**config.mk**
```make
export PLATFORM = sky130hd
export DESIGN_NAME = add_pipe_flat
export DESIGN_NICKNAME = d
export VERILOG_FILES = /design/src/rtl/add_pipe_pkg.sv /design/src/rtl/add_pipe_if.sv /design/src/rtl/add_seg.sv /design/src/rtl/add_pipe.sv /design/src/flat_wrapper.sv
export SDC_FILE = /design/constraint.sdc
export NUM_CORES = 1
export LEC_CHECK = 0
export CAP_MARGIN = 25
export CORE_UTILIZATION = 24
export CTS_CLUSTER_DIAMETER = 200
export DETAILED_ROUTE_END_ITERATION = 6
export PLACE_DENSITY = 0.53
export SLEW_MARGIN = 20
export SYNTH_ARGS = -nofsm -noshare
export SYNTH_HDL_FRONTEND = slang
export SYNTH_SLANG_ARGS = --single-unit
```
**constraint.sdc**
```tcl
create_clock -name clk -period 2.39 [get_ports clk]
set_input_delay 0.3585 -clock clk [delete_from_list [all_inputs] [get_ports clk]]
set_output_delay 0.3585 -clock clk [all_outputs]
set_load 0.05 [all_outputs]
```
**src/rtl/add_pipe_pkg.sv**
```systemverilog
// add_pipe_pkg: shared parameters, stage-count helper and per-stage control record for add_pipe.
package add_pipe_pkg;

    localparam int DEF_WIDTH = 16;
    localparam int DEF_SEG   = 4;

    function automatic int stages_of(input int width, input int seg);
        return (seg > 0) ? (width / seg) : 1;
    endfunction

    // Valid bit is the stage's EMPTY/FULL state; carry is the carry out of the segment it added.
    typedef struct packed {
        logic valid;
        logic carry;
    } stage_ctl_t;

endpackage

```
**src/rtl/add_pipe_if.sv**
```systemverilog
// add_pipe_if: operand/result handshake bundle for add_pipe.
// The ovf signal exists only when ADD_PIPE_OVF_EN is defined.
interface add_pipe_if
    import add_pipe_pkg::*;
#(
    parameter int WIDTH = DEF_WIDTH,
    parameter int SEG   = DEF_SEG
);
    localparam int STAGES = stages_of(WIDTH, SEG);

    // Valid/ready: a transfer happens on a rising clk edge where valid and ready are both 1;
    // the sender keeps valid and data stable until that edge, and ready may depend on valid.
    logic              in_valid;
    logic              in_ready;
    logic [WIDTH-1:0]  a;
    logic [WIDTH-1:0]  b;
    logic              ci;
    logic              out_valid;
    logic              out_ready;
    logic [WIDTH-1:0]  s;
    logic              co;
`ifdef ADD_PIPE_OVF_EN
    logic              ovf;
`endif
    logic [STAGES-1:0] dbg_valid;

    modport slave (
        input  in_valid, a, b, ci, out_ready,
        output in_ready, out_valid, s, co,
`ifdef ADD_PIPE_OVF_EN
        output ovf,
`endif
        output dbg_valid
    );

    modport master (
        output in_valid, a, b, ci, out_ready,
        input  in_ready, out_valid, s, co,
`ifdef ADD_PIPE_OVF_EN
        input  ovf,
`endif
        input  dbg_valid
    );

endinterface

```
**src/rtl/add_seg.sv**
```systemverilog
// add_seg: combinational SEG-bit adder slice, {co, s} = a + b + ci.
module add_seg #(
    parameter int SEG = 4
) (
    input  logic [SEG-1:0] a,
    input  logic [SEG-1:0] b,
    input  logic           ci,
    output logic [SEG-1:0] s,
    output logic           co
);

    assign {co, s} = {1'b0, a} + {1'b0, b} + {{SEG{1'b0}}, ci};

endmodule

```
**src/rtl/add_pipe.sv**
```systemverilog
// add_pipe: pipelined segmented ripple-carry adder, one SEG-bit segment per stage, global-stall handshake.
// Optional signed overflow output is built when ADD_PIPE_OVF_EN is defined.
module add_pipe
    import add_pipe_pkg::*;
#(
    parameter int WIDTH = DEF_WIDTH,
    parameter int SEG   = DEF_SEG
) (
    input logic       clk,
    input logic       rst_n,
    add_pipe_if.slave bus
);

    localparam int STAGES = stages_of(WIDTH, SEG);
    localparam int LAST   = STAGES - 1;

    if (SEG < 1) begin : g_bad_seg
        $fatal(1, "add_pipe: SEG must be positive");
    end else if ((WIDTH % SEG) != 0) begin : g_bad_width
        $fatal(1, "add_pipe: WIDTH must be a multiple of SEG");
    end

    // Data widths follow the module parameters, so the record is completed here around the shared control part.
    typedef struct packed {
        stage_ctl_t       ctl;
        logic [WIDTH-1:0] sum;
        logic [WIDTH-1:0] a_rem;
        logic [WIDTH-1:0] b_rem;
    } stage_t;

    stage_t            st      [STAGES];
    stage_t            nxt_arr [STAGES];
    logic              adv;
    logic [STAGES-1:0] valid_vec;

    assign adv          = ~st[LAST].ctl.valid | bus.out_ready;
    assign bus.in_ready = adv;

    for (genvar k = 0; k < STAGES; k++) begin : g_stage
        stage_t         src;
        stage_t         nxt;
        logic [SEG-1:0] seg_s;
        logic           seg_c;

        if (k == 0) begin : g_head
            always_comb begin
                src           = '0;
                src.ctl.valid = bus.in_valid;
                src.ctl.carry = bus.ci;
                src.a_rem     = bus.a;
                src.b_rem     = bus.b;
            end
        end else begin : g_body
            assign src = st[k-1];
        end

        add_seg #(.SEG(SEG)) u_seg (
            .a  (src.a_rem[k*SEG +: SEG]),
            .b  (src.b_rem[k*SEG +: SEG]),
            .ci (src.ctl.carry),
            .s  (seg_s),
            .co (seg_c)
        );

        // Everything passes through unchanged except this stage's sum segment and its carry.
        always_comb begin
            nxt                   = src;
            nxt.ctl.carry         = seg_c;
            nxt.sum[k*SEG +: SEG] = seg_s;
        end

        assign nxt_arr[k] = nxt;
    end

    always_ff @(posedge clk or negedge rst_n) begin
        if (!rst_n) begin
            for (int k = 0; k < STAGES; k++) begin
                st[k] <= '0;
            end
        end else if (adv) begin
            for (int k = 0; k < STAGES; k++) begin
                st[k] <= nxt_arr[k];
            end
        end
    end

    always_comb begin
        valid_vec = '0;
        for (int k = 0; k < STAGES; k++) begin
            valid_vec[k] = st[k].ctl.valid;
        end
    end

    assign bus.dbg_valid = valid_vec;
    assign bus.out_valid = st[LAST].ctl.valid;
    assign bus.s         = st[LAST].sum;
    assign bus.co        = st[LAST].ctl.carry;

`ifdef ADD_PIPE_OVF_EN
    // Carry into the MSB recovered from the MSB sum bit and operand bits; XOR with co gives signed overflow.
    logic msb_c_d;
    logic msb_c_q;

    assign msb_c_d = nxt_arr[LAST].a_rem[WIDTH-1] ^ nxt_arr[LAST].b_rem[WIDTH-1] ^ nxt_arr[LAST].sum[WIDTH-1];

    always_ff @(posedge clk or negedge rst_n) begin
        if (!rst_n) begin
            msb_c_q <= 1'b0;
        end else if (adv) begin
            msb_c_q <= msb_c_d;
        end
    end

    assign bus.ovf = msb_c_q ^ st[LAST].ctl.carry;
`endif

endmodule

```
**src/flat_wrapper.sv**
```systemverilog
// flat-port wrapper written by rule: the top's interface ports become plain ports
module add_pipe_flat import add_pipe_pkg::*;
#(
    parameter int WIDTH = DEF_WIDTH,
    parameter int SEG   = DEF_SEG
)
  (clk, rst_n, bus_in_valid, bus_a, bus_b, bus_ci, bus_out_ready, bus_in_ready, bus_out_valid, bus_s, bus_co, bus_dbg_valid);
  add_pipe_if #(.WIDTH(WIDTH), .SEG(SEG)) bus_i ();
  input logic clk;
  input logic rst_n;
  input wire logic [$bits(bus_i.in_valid)-1:0] bus_in_valid;
  input wire logic [$bits(bus_i.a)-1:0] bus_a;
  input wire logic [$bits(bus_i.b)-1:0] bus_b;
  input wire logic [$bits(bus_i.ci)-1:0] bus_ci;
  input wire logic [$bits(bus_i.out_ready)-1:0] bus_out_ready;
  output wire logic [$bits(bus_i.in_ready)-1:0] bus_in_ready;
  output wire logic [$bits(bus_i.out_valid)-1:0] bus_out_valid;
  output wire logic [$bits(bus_i.s)-1:0] bus_s;
  output wire logic [$bits(bus_i.co)-1:0] bus_co;
  output wire logic [$bits(bus_i.dbg_valid)-1:0] bus_dbg_valid;
  assign bus_i.in_valid = bus_in_valid;
  assign bus_i.a = bus_a;
  assign bus_i.b = bus_b;
  assign bus_i.ci = bus_ci;
  assign bus_i.out_ready = bus_out_ready;
  assign bus_in_ready = bus_i.in_ready;
  assign bus_out_valid = bus_i.out_valid;
  assign bus_s = bus_i.s;
  assign bus_co = bus_i.co;
  assign bus_dbg_valid = bus_i.dbg_valid;
  add_pipe #(.WIDTH(WIDTH), .SEG(SEG)) u_core (.clk(clk), .rst_n(rst_n), .bus(bus_i));
endmodule
```
==> metrics, run 1 <==
status=finished, violations left; failing checks=negative hold slack; worst r2r path cells=5; worst r2r src=u_core.g_stage[1].src[48]; Syn Inst Count=446; largest net degree at the start of global routing=61; Ports=60; max incr delay on CP=850 ps; Final GP Congestion=0.7183; endpoint type of the worst setup path=output port; H-tree Lvls=3; diode count=0; r2r endpoint=u_core.g_stage[2].src[48]; via count=2897; Placeable Area=16760 µm²; Unique masters post-synth=19; Initial DRC Count=92; Port Buffer Count=59; worst hold slack=-11.34 ps; global-route wire length before repair=14.17 mm; drt pass-1 iters=4; Bufs on Longest Clock Path=2; post-cts resize count=0; Die Span X=133.6 µm; Crit Path Class=register to output port; relative slew slack=61.53%; crit start category=register; Pwr Total=7.065 mW; CP required=2030 ps; Die ar.=17840 µm²; clock latency on the worst-skew pair=350 ps; final setup violating endpoints=0; DR WL/cell=11.15 µm; leakage power=2.595 nW; yosys warns=0; worst path cell trace=clkdlybuf4s50_1; clock slew seen by the registers of the worst setup and hold paths=70 ps; worst hold path type=primary input to async pin; post-route worst setup slack=484.7 ps; hold-fix buffers at CTS=0; CTS buffer count=9; minimum clock period=1905 ps; Crit Path Max Fanout=2; Initial Util=24.79%; post-synthesis sequential area ratio=57.83%; wirelength, routed=8.047 mm; final hold vios=8; # DRC=0; Arr. time, crit path=1550 ps; Max IR drop VDD=0.5728 mV; Congestion Overflow GR=0; row count=47; vias in the first global route=2995; Clock Root Buffer=clkbuf_16; Worst R2R Setup Slack=540 ps; Worst path slowest cell=clkdlybuf4s50_1; HPWL after DPL=5.590 mm; top cell family by delay on the critical path=buffers and inverters; #FFs+latches synth=96; Vias/cell=4.012; total of max-cap violations=0; Worst Path Buf+Inv=1; Nets=554; Max Clk Rate=524.8 MHz; TritonCTS clock tree=built; Pwr Density=1356 nW/µm²; Setup Fix Bufs, Post-CTS=0; Layout Skew=11.51 ps; antenna violations before repair=0; final setup TNS=0 ps; Setup WS pre-CTS=383.8 ps; syn_nets=503; Tcrit/Tclk final=79.72%; Slew @ Worst Pin=575.3 ps; RSZ-0062 raised after global routing=false; ANT nets after route=0; Area Growth Syn to Fin=25.42%; synthesized area=4154 µm²; Final Slew Violations=0; clk sinks=96; Mean Syn Cell Area=9.314 µm²; total track usage=10.13%; die height=133.6 µm; share of post-route cells with drive strength above 1=4.980%
layout make-up:
class | count | area (µm²)
clock buffers | 10 | 229.0
clock inverters | 6 | 91.34
multi-input cells | 315 | 1530
repair buffers | 65 | 643.1
inverters | 10 | 38.79
fillers | 1776 | 11550
flip-flops and latches | 96 | 2402
well taps | 220 | 275.3
metal layers:
| metal | part of all wire (%) | track usage, % |
|---|---|---|
| met5 | 0 | 0 |
| met4 | 1.3 | 3.220 |
| met1 | 47 | 11.78 |
| met2 | 47 | 17.30 |
| met3 | 4.5 | 3.653 |
layout by cell type (no fill, tap or decap), types with 2 or more instances in the layout:
cell type,instances
o21ai_0,12
clkdlybuf4s50_1,57
buf_4,7
xor2_1,7
inv_1,9
nor2b_1,3
clkinv_4,2
dfrtp_1,96
nand2_1,237
bufinv_16,2
nor2_1,13
clkbuf_16,9
fa_1,8
ha_1,12
clkinv_2,2
a21oi_1,15
a21o_1,5
power by group:
part	leakage (nW)	switching, mW	internal [mW]
Sequential	1.16	0.400	2.33
Combinational	1.28	1.76	1.04
Clock	0.157	0.613	0.922
worst max path at each step:
stage          slack [ps]                       from  cells after the start                         to
6_report              480           u_core.bus.s[12]                      1                  bus_s[12]
5_1_grt               430    u_core.bus.dbg_valid[2]                      1           bus_dbg_valid[2]
4_1_cts               440           u_core.bus.s[12]                      1                  bus_s[12]
3_5_place_dp          380                     bus_ci                      6  u_core.g_stage[1].nxt[35]
3_3_place_gp          440                     bus_ci                      6  u_core.g_stage[1].nxt[35]
2_1_floorplan         650  u_core.g_stage[1].src[48]                      5  u_core.g_stage[2].src[48]
per-stage QoR:
stage	cells	hold slack, ps	instance area (µm²)	utilization, %
after floorplan	446	62.91	4154	-
after global placement	706	386.4	4890	29.18
after detailed placement	706	383.6	4890	29.18
after CTS	722	0.3649	5210	31.09
after global routing	722	14.23	5210	31.09
final	722	-11.34	5210	31.09
kinds of logic (layout without fill, tap and decap cells):
logic type,count (synthesis),count (layout),share of synthesized area [%]
AND/OR/NAND/NOR,255,255,23.40
flip-flops,96,96,57.83
buffers and inverters,35,91,5.452
AO/OA/AOI/OAI,32,32,4.157
adder cells (fa/ha/maj),20,20,7.470
XOR/XNOR,8,8,1.687
synth_stat cells:
master	count	area, µm²
nor2b_2	1	8.760
nand2b_1	1	6.260
o21ai_0	12	60.06
nor2b_1	3	18.77
dfrtp_1	96	2402
xor2_1	7	61.31
a21oi_1	15	75.07
clkbuf_1	6	22.52
inv_1	9	33.78
fa_1	8	160.2
nand2_1	237	889.6
buf_6	9	101.4
a21o_1	5	37.54
buf_2	4	20.02
nor2_1	13	48.80
inv_2	1	3.750
xnor2_1	1	8.760
ha_1	12	150.1
buf_4	6	45.04
state kept, by name, indices dropped and copies added (netlist names):
name	cells
u_core.g_stage.src	3
u_core.bus.dbg_valid	3
u_core.bus.co	1
u_core.bus.s	16
u_core.bus.out_valid	1
u_core.g_stage.nxt	72
No activity file was read; power rests on OpenSTA's default activity.
==> run 2, diff against run 1 <==
Clock period 2.39 ns to 1.85 ns, I/O delays scaled along.
==> metrics, run 2 (synthesis gave the netlist of run 1 again) <==
status=finished clean; post-route cell area=5224 µm²; vias in the first global route=3011; Non-Filler Instances=723; Final GP Congestion=0.7375; minimum clock period=1800 ps; Setup WS pre-CTS=-60.38 ps; # DRC=0; ANT nets after route=0; clk sinks=96; Port Buffer Count=59; worst hold path type=primary input to async pin; Crit Path Class=register to output port; CP required=1570 ps; wirelength, routed=8.101 mm; worst r2r src=u_core.g_stage[1].src[48]; global-route wire length before repair=13.95 mm; r2r endpoint=u_core.g_stage[2].src[48]; Die ar.=17840 µm²; final setup violating endpoints=0; Max IR drop VDD=0.8707 mV; HPWL after DPL=5.499 mm; relative slew slack=66.21%; worst path cell trace=clkdlybuf4s50_1; Layout Utilization=31.17%; largest net degree at the start of global routing=90; Arr. time, crit path=1520 ps; die height=133.6 µm; worst hold slack=308.4 ps; Nets=555; row count=47; Setup Fix Bufs, Post-CTS=0; commonest non-fill, non-tap cell in the layout=nand2_1; worst r2r path cells=5; top cell family by delay on the critical path=buffers and inverters; Worst Path Buf+Inv=1; endpoint type of the worst setup path=output port; total track usage=9.956%; total of max-cap violations=0; max FFs per register=72; share of post-route cells with drive strength above 1=6.362%; Worst path slowest cell=clkdlybuf4s50_1; Placeable Area=16760 µm²; final setup TNS=0 ps; Ports=60; Placed Instances=706; Final Slew Violations=0; most frequent cells in the layout=nand2_1, dfrtp_1, clkdlybuf4s50_1, a21oi_1, nor2_1; Placement Cell Area=4902 µm²; clock latency on the worst-skew pair=350 ps; crit start category=register; RSZ-0062 raised after global routing=false; DR WL/cell=11.20 µm; max incr delay on CP=810 ps; antenna violations before repair=0; Congestion Overflow GR=0; via count=2907; Clock Root Buffer=clkbuf_16; Worst R2R Setup Slack=120 ps; Max Clk Rate=555.5 MHz; TritonCTS clock tree=built; leakage power=2.623 nW; Initial DRC Count=82; clock slew seen by the registers of the worst setup and hold paths=70 ps; drt pass-1 iters=4; H-tree Lvls=3; Bufs on Longest Clock Path=2; Area Growth Syn to Fin=25.75%; Crit Path Max Fanout=3; Pwr Total=9.093 mW; Vias/cell=4.021; Die Span X=133.6 µm; diode count=0; post-route worst setup slack=49.73 ps; final hold vios=0; Layout Skew=8.183 ps; Fillers=1752; Slew @ Worst Pin=505.3 ps; Initial Util=24.79%; CTS buffer count=9; Pwr Density=1741 nW/µm²; Tcrit/Tclk final=97.31%
==> run 2: cell count changes in the layout (fill, tap and decap cells not counted), sizes merged <==
cell | previous run | this run
buf | 8 | 13
bufinv | 2 | 1
clkbuf | 10 | 9
clkdlybuf4s50 | 57 | 50
clkinv | 4 | 2
clkinvlp | 0 | 2
dlygate4sd3 | 0 | 1
dlymetal6s2s | 0 | 2
inv | 10 | 12
==> run 2: cell type report <==
| cell class | instances | area, µm² | share of cell area (%) |
|---|---|---|---|
| Clock inverter | 7 | 78.83 | 1.509 |
| Inverter | 10 | 38.79 | 0.7425 |
| Tap cell | 220 | 275.3 | 5.269 |
| Timing Repair Buffer | 66 | 670.6 | 12.84 |
| Clock buffer | 9 | 225.2 | 4.311 |
| Sequential cell | 96 | 2402 | 45.99 |
| Multi-Input combinational cell | 315 | 1533 | 29.34 |
==> run 2: how the worst max path moves through the flow <==
| stage | depth (start not counted) | slack, ps | to | from |
|---|---|---|---|---|
| 5_1_grt | 1 | 7 | bus_s[7] | u_core.bus.s[7] |
| 6_report | 1 | 50 | bus_dbg_valid[0] | u_core.bus.dbg_valid[0] |
| 3_5_place_dp | 6 | -60 | u_core.g_stage[1].nxt[35] | bus_ci |
| 3_3_place_gp | 7 | -30 | u_core.g_stage[1].src[48] | bus_ci |
| 2_1_floorplan | 5 | 110 | u_core.g_stage[2].src[48] | u_core.g_stage[1].src[48] |
| 4_1_cts | 1 | 20 | bus_dbg_valid[1] | u_core.bus.dbg_valid[1] |
==> run 2: what timing repair did <==
item / CTS / global route
hold endpoints to repair: 11 / 0
gates resized for setup: 0 / 3
hold buffers: 1 / 0
endpoints found under the setup margin: 0 / 4
==> run 2: per-layer routing <==
layer / track usage (%) / vias up / part of all wire (%)
met4: 4.609 / 0 / 1.9
met2: 16.26 / 40 / 47
met1: 12.01 / 1391 / 47
li1: - / 1463 / -
met5: 0 / - / 0
met3: 3.006 / 13 / 3.8
==> run 2: power breakdown <==
group / leakage [nW] / total (mW) / internal [mW] / switching, mW
Combinational: 1.32 / 3.65 / 1.37 / 2.28
Sequential: 1.16 / 3.53 / 3.01 / 0.519
Clock: 0.144 / 1.91 / 1.06 / 0.848
==> run 2: worst reg2reg max path, stage by stage, from the launching register on <==
cell and delay [ps]:
dfrtp_1 410, fa_2 410, fa_1 400, a21o_1 190, a21oi_1 130, a21oi_1 80
==> run 3, diff against run 2 <==
Settings changed: CTS_BUF_LIST from default to sky130_fd_sc_hd__clkbuf_2, PLACE_DENSITY 0.53 to 0.54.
Clock period 1.85 ns to 1.6 ns, I/O delays scaled along.
==> metrics, run 3 (synthesis gave the netlist of run 1 again) <==
endpoint type of the worst setup path=output port; worst hold path type=primary input to register; Initial Util=24.79%; Placement Cell Area=4900 µm²; H-tree Lvls=3; worst hold start=bus_a[10]; max FFs per register=72; post-route cell area=5117 µm²; Pwr Density=1922 nW/µm²; clock latency on the worst-skew pair=590 ps; clock slew seen by the registers of the worst setup and hold paths=240 ps; Die Span X=133.6 µm; share of post-route cells with drive strength above 1=12.94%; Max Clk Rate=610.4 MHz; Max IR drop VDD=0.8394 mV; antenna violations before repair=0; Die ar.=17840 µm²; Area Growth Syn to Fin=23.19%; final setup violating endpoints=3; row count=47; commonest non-fill, non-tap cell in the layout=nand2_1; Tcrit/Tclk final=102.4%; combinational share of power=45.2%; Placeable Area=16760 µm²; most frequent cells in the layout=nand2_1, dfrtp_1, clkdlybuf4s50_1, buf_4, nor2_1; Layout Skew=14.86 ps; diode count=0; worst hold slack=130.9 ps; leakage power=2.606 nW; Vias/cell=4.010; relative slew slack=65.37%; Bufs on Longest Clock Path=2; HPWL after DPL=5.446 mm; CP required=1360 ps; RSZ-0062 raised after global routing=true; Crit Path Class=register to output port; part of the power in registers=41.4%; CTS buffer count=9; DR WL/cell=11.17 µm; failing checks=negative setup slack; die height=133.6 µm; worst r2r src=u_core.g_stage[1].nxt[20]; Arr. time, crit path=1400 ps; total of max-cap violations=0; vias in the first global route=3086; largest net degree at the start of global routing=97; Final Slew Violations=0; drt pass-1 iters=5; crit start category=register; # DRC=0; crit path from=u_core.bus.out_valid; global-route wire length before repair=14.41 mm; switching share of power=41.95%; Port Buffer Count=59; Crit Path Max Fanout=2; Congestion Overflow GR=0; post-route worst setup slack=-38.35 ps; Internal Power=5.711 mW; Final GP Congestion=0.7238; switching power=4.126 mW; TritonCTS clock tree=built; Ports=60; final hold vios=0; Clock Root Buffer=clkbuf_2; ANT nets after route=0; clock share of power=13.5%; status=finished, violations left; Initial DRC Count=171; minimum clock period=1638 ps; via count=2927; Pwr Total=9.837 mW; clk sinks=96; wirelength, routed=8.156 mm; Nets=562; total track usage=10.29%; Slew @ Worst Pin=519.5 ps
## run 3: cell count changes in the layout (fill, tap and decap cells not counted), sizes merged
| cell | previous run | this run |
|---|---|---|
| buf | 13 | 37 |
| bufinv | 1 | 2 |
| clkbuf | 9 | 12 |
| clkdlybuf4s50 | 50 | 35 |
| clkinv | 2 | 3 |
| clkinvlp | 2 | 0 |
| dlymetal6s2s | 2 | 0 |
| inv | 12 | 9 |
## run 3: timing repair
item | 4_1_cts | 5_1_grt
cloned | 0 | 0
endpoints found under the setup margin | 7 | 13
resized for setup | 8 | 11
hold buffers | 1 | 0
setup buffers | 3 | 1
pin swaps | 2 | 10
endpoints found under the hold margin | 96 | 0
## run 3: final cells by class
class / instances / area [µm²]
Fill cell: 1782 / 11640
Sequential cell: 96 / 2402
Tap cell: 220 / 275.3
Timing Repair Buffer: 73 / 699.4
Multi-Input combinational cell: 315 / 1569
Inverter: 10 / 42.54
Clock buffer: 12 / 60.06
Clock inverter: 4 / 68.82
## run 3: power groups by stage
stage                     Clock (mW)  Combinational (mW)  Sequential, mW
after floorplan                    0                2.45            4.78
after global placement             0                4.21            4.11
after detailed placement           0                4.28            4.14
after CTS                       1.39                4.41            4.09
after global routing            1.47                5.01            4.22
final                           1.32                4.44            4.07
## run 3: path summary, 6_finish.rpt
path	slack (ps)	cells after the start	endpoint
max in group asynchronous	990	3	u_core.bus.s[14]
hold / removal	130	3	u_core.g_stage[1].nxt[26]
hold reg to reg	500	2	u_core.bus.s[0]
setup reg to reg	-40	5	u_core.g_stage[2].src[48]
setup / recovery	-40	3	bus_in_ready
min in group asynchronous	190	3	u_core.bus.s[5]
## run 3: worst max-delay path, cell delays in order (launching register included)
cell	delay, ps
dfrtp_1	400
nor2b_4	190
clkinv_4	80
buf_6	150
## run 3: per-layer routing
layer	share of wire, %	up-vias	global-route usage (%)	wire length [µm]
met4	2.0	0	5.051	167
met3	4.0	12	2.892	324
met5	0	-	0	0
met2	47	50	16.84	3837
met1	47	1389	12.42	3827
li1	-	1476	-	-
## run 3: through the flow
stage / util, % / worst slack (ps) / TNS, ps / cells
6_report: 30.53 / -38.35 / -86.90 / 730
5_1_grt: 30.53 / -166.1 / -518.3 / 730
4_1_cts: 30.36 / -128.0 / -247.9 / 729
3_5_place_dp: 29.23 / -251.9 / -1034 / 709
3_3_place_gp: 29.23 / -217.0 / -878.8 / 709
2_1_floorplan: - / -17.74 / -17.74 / 446
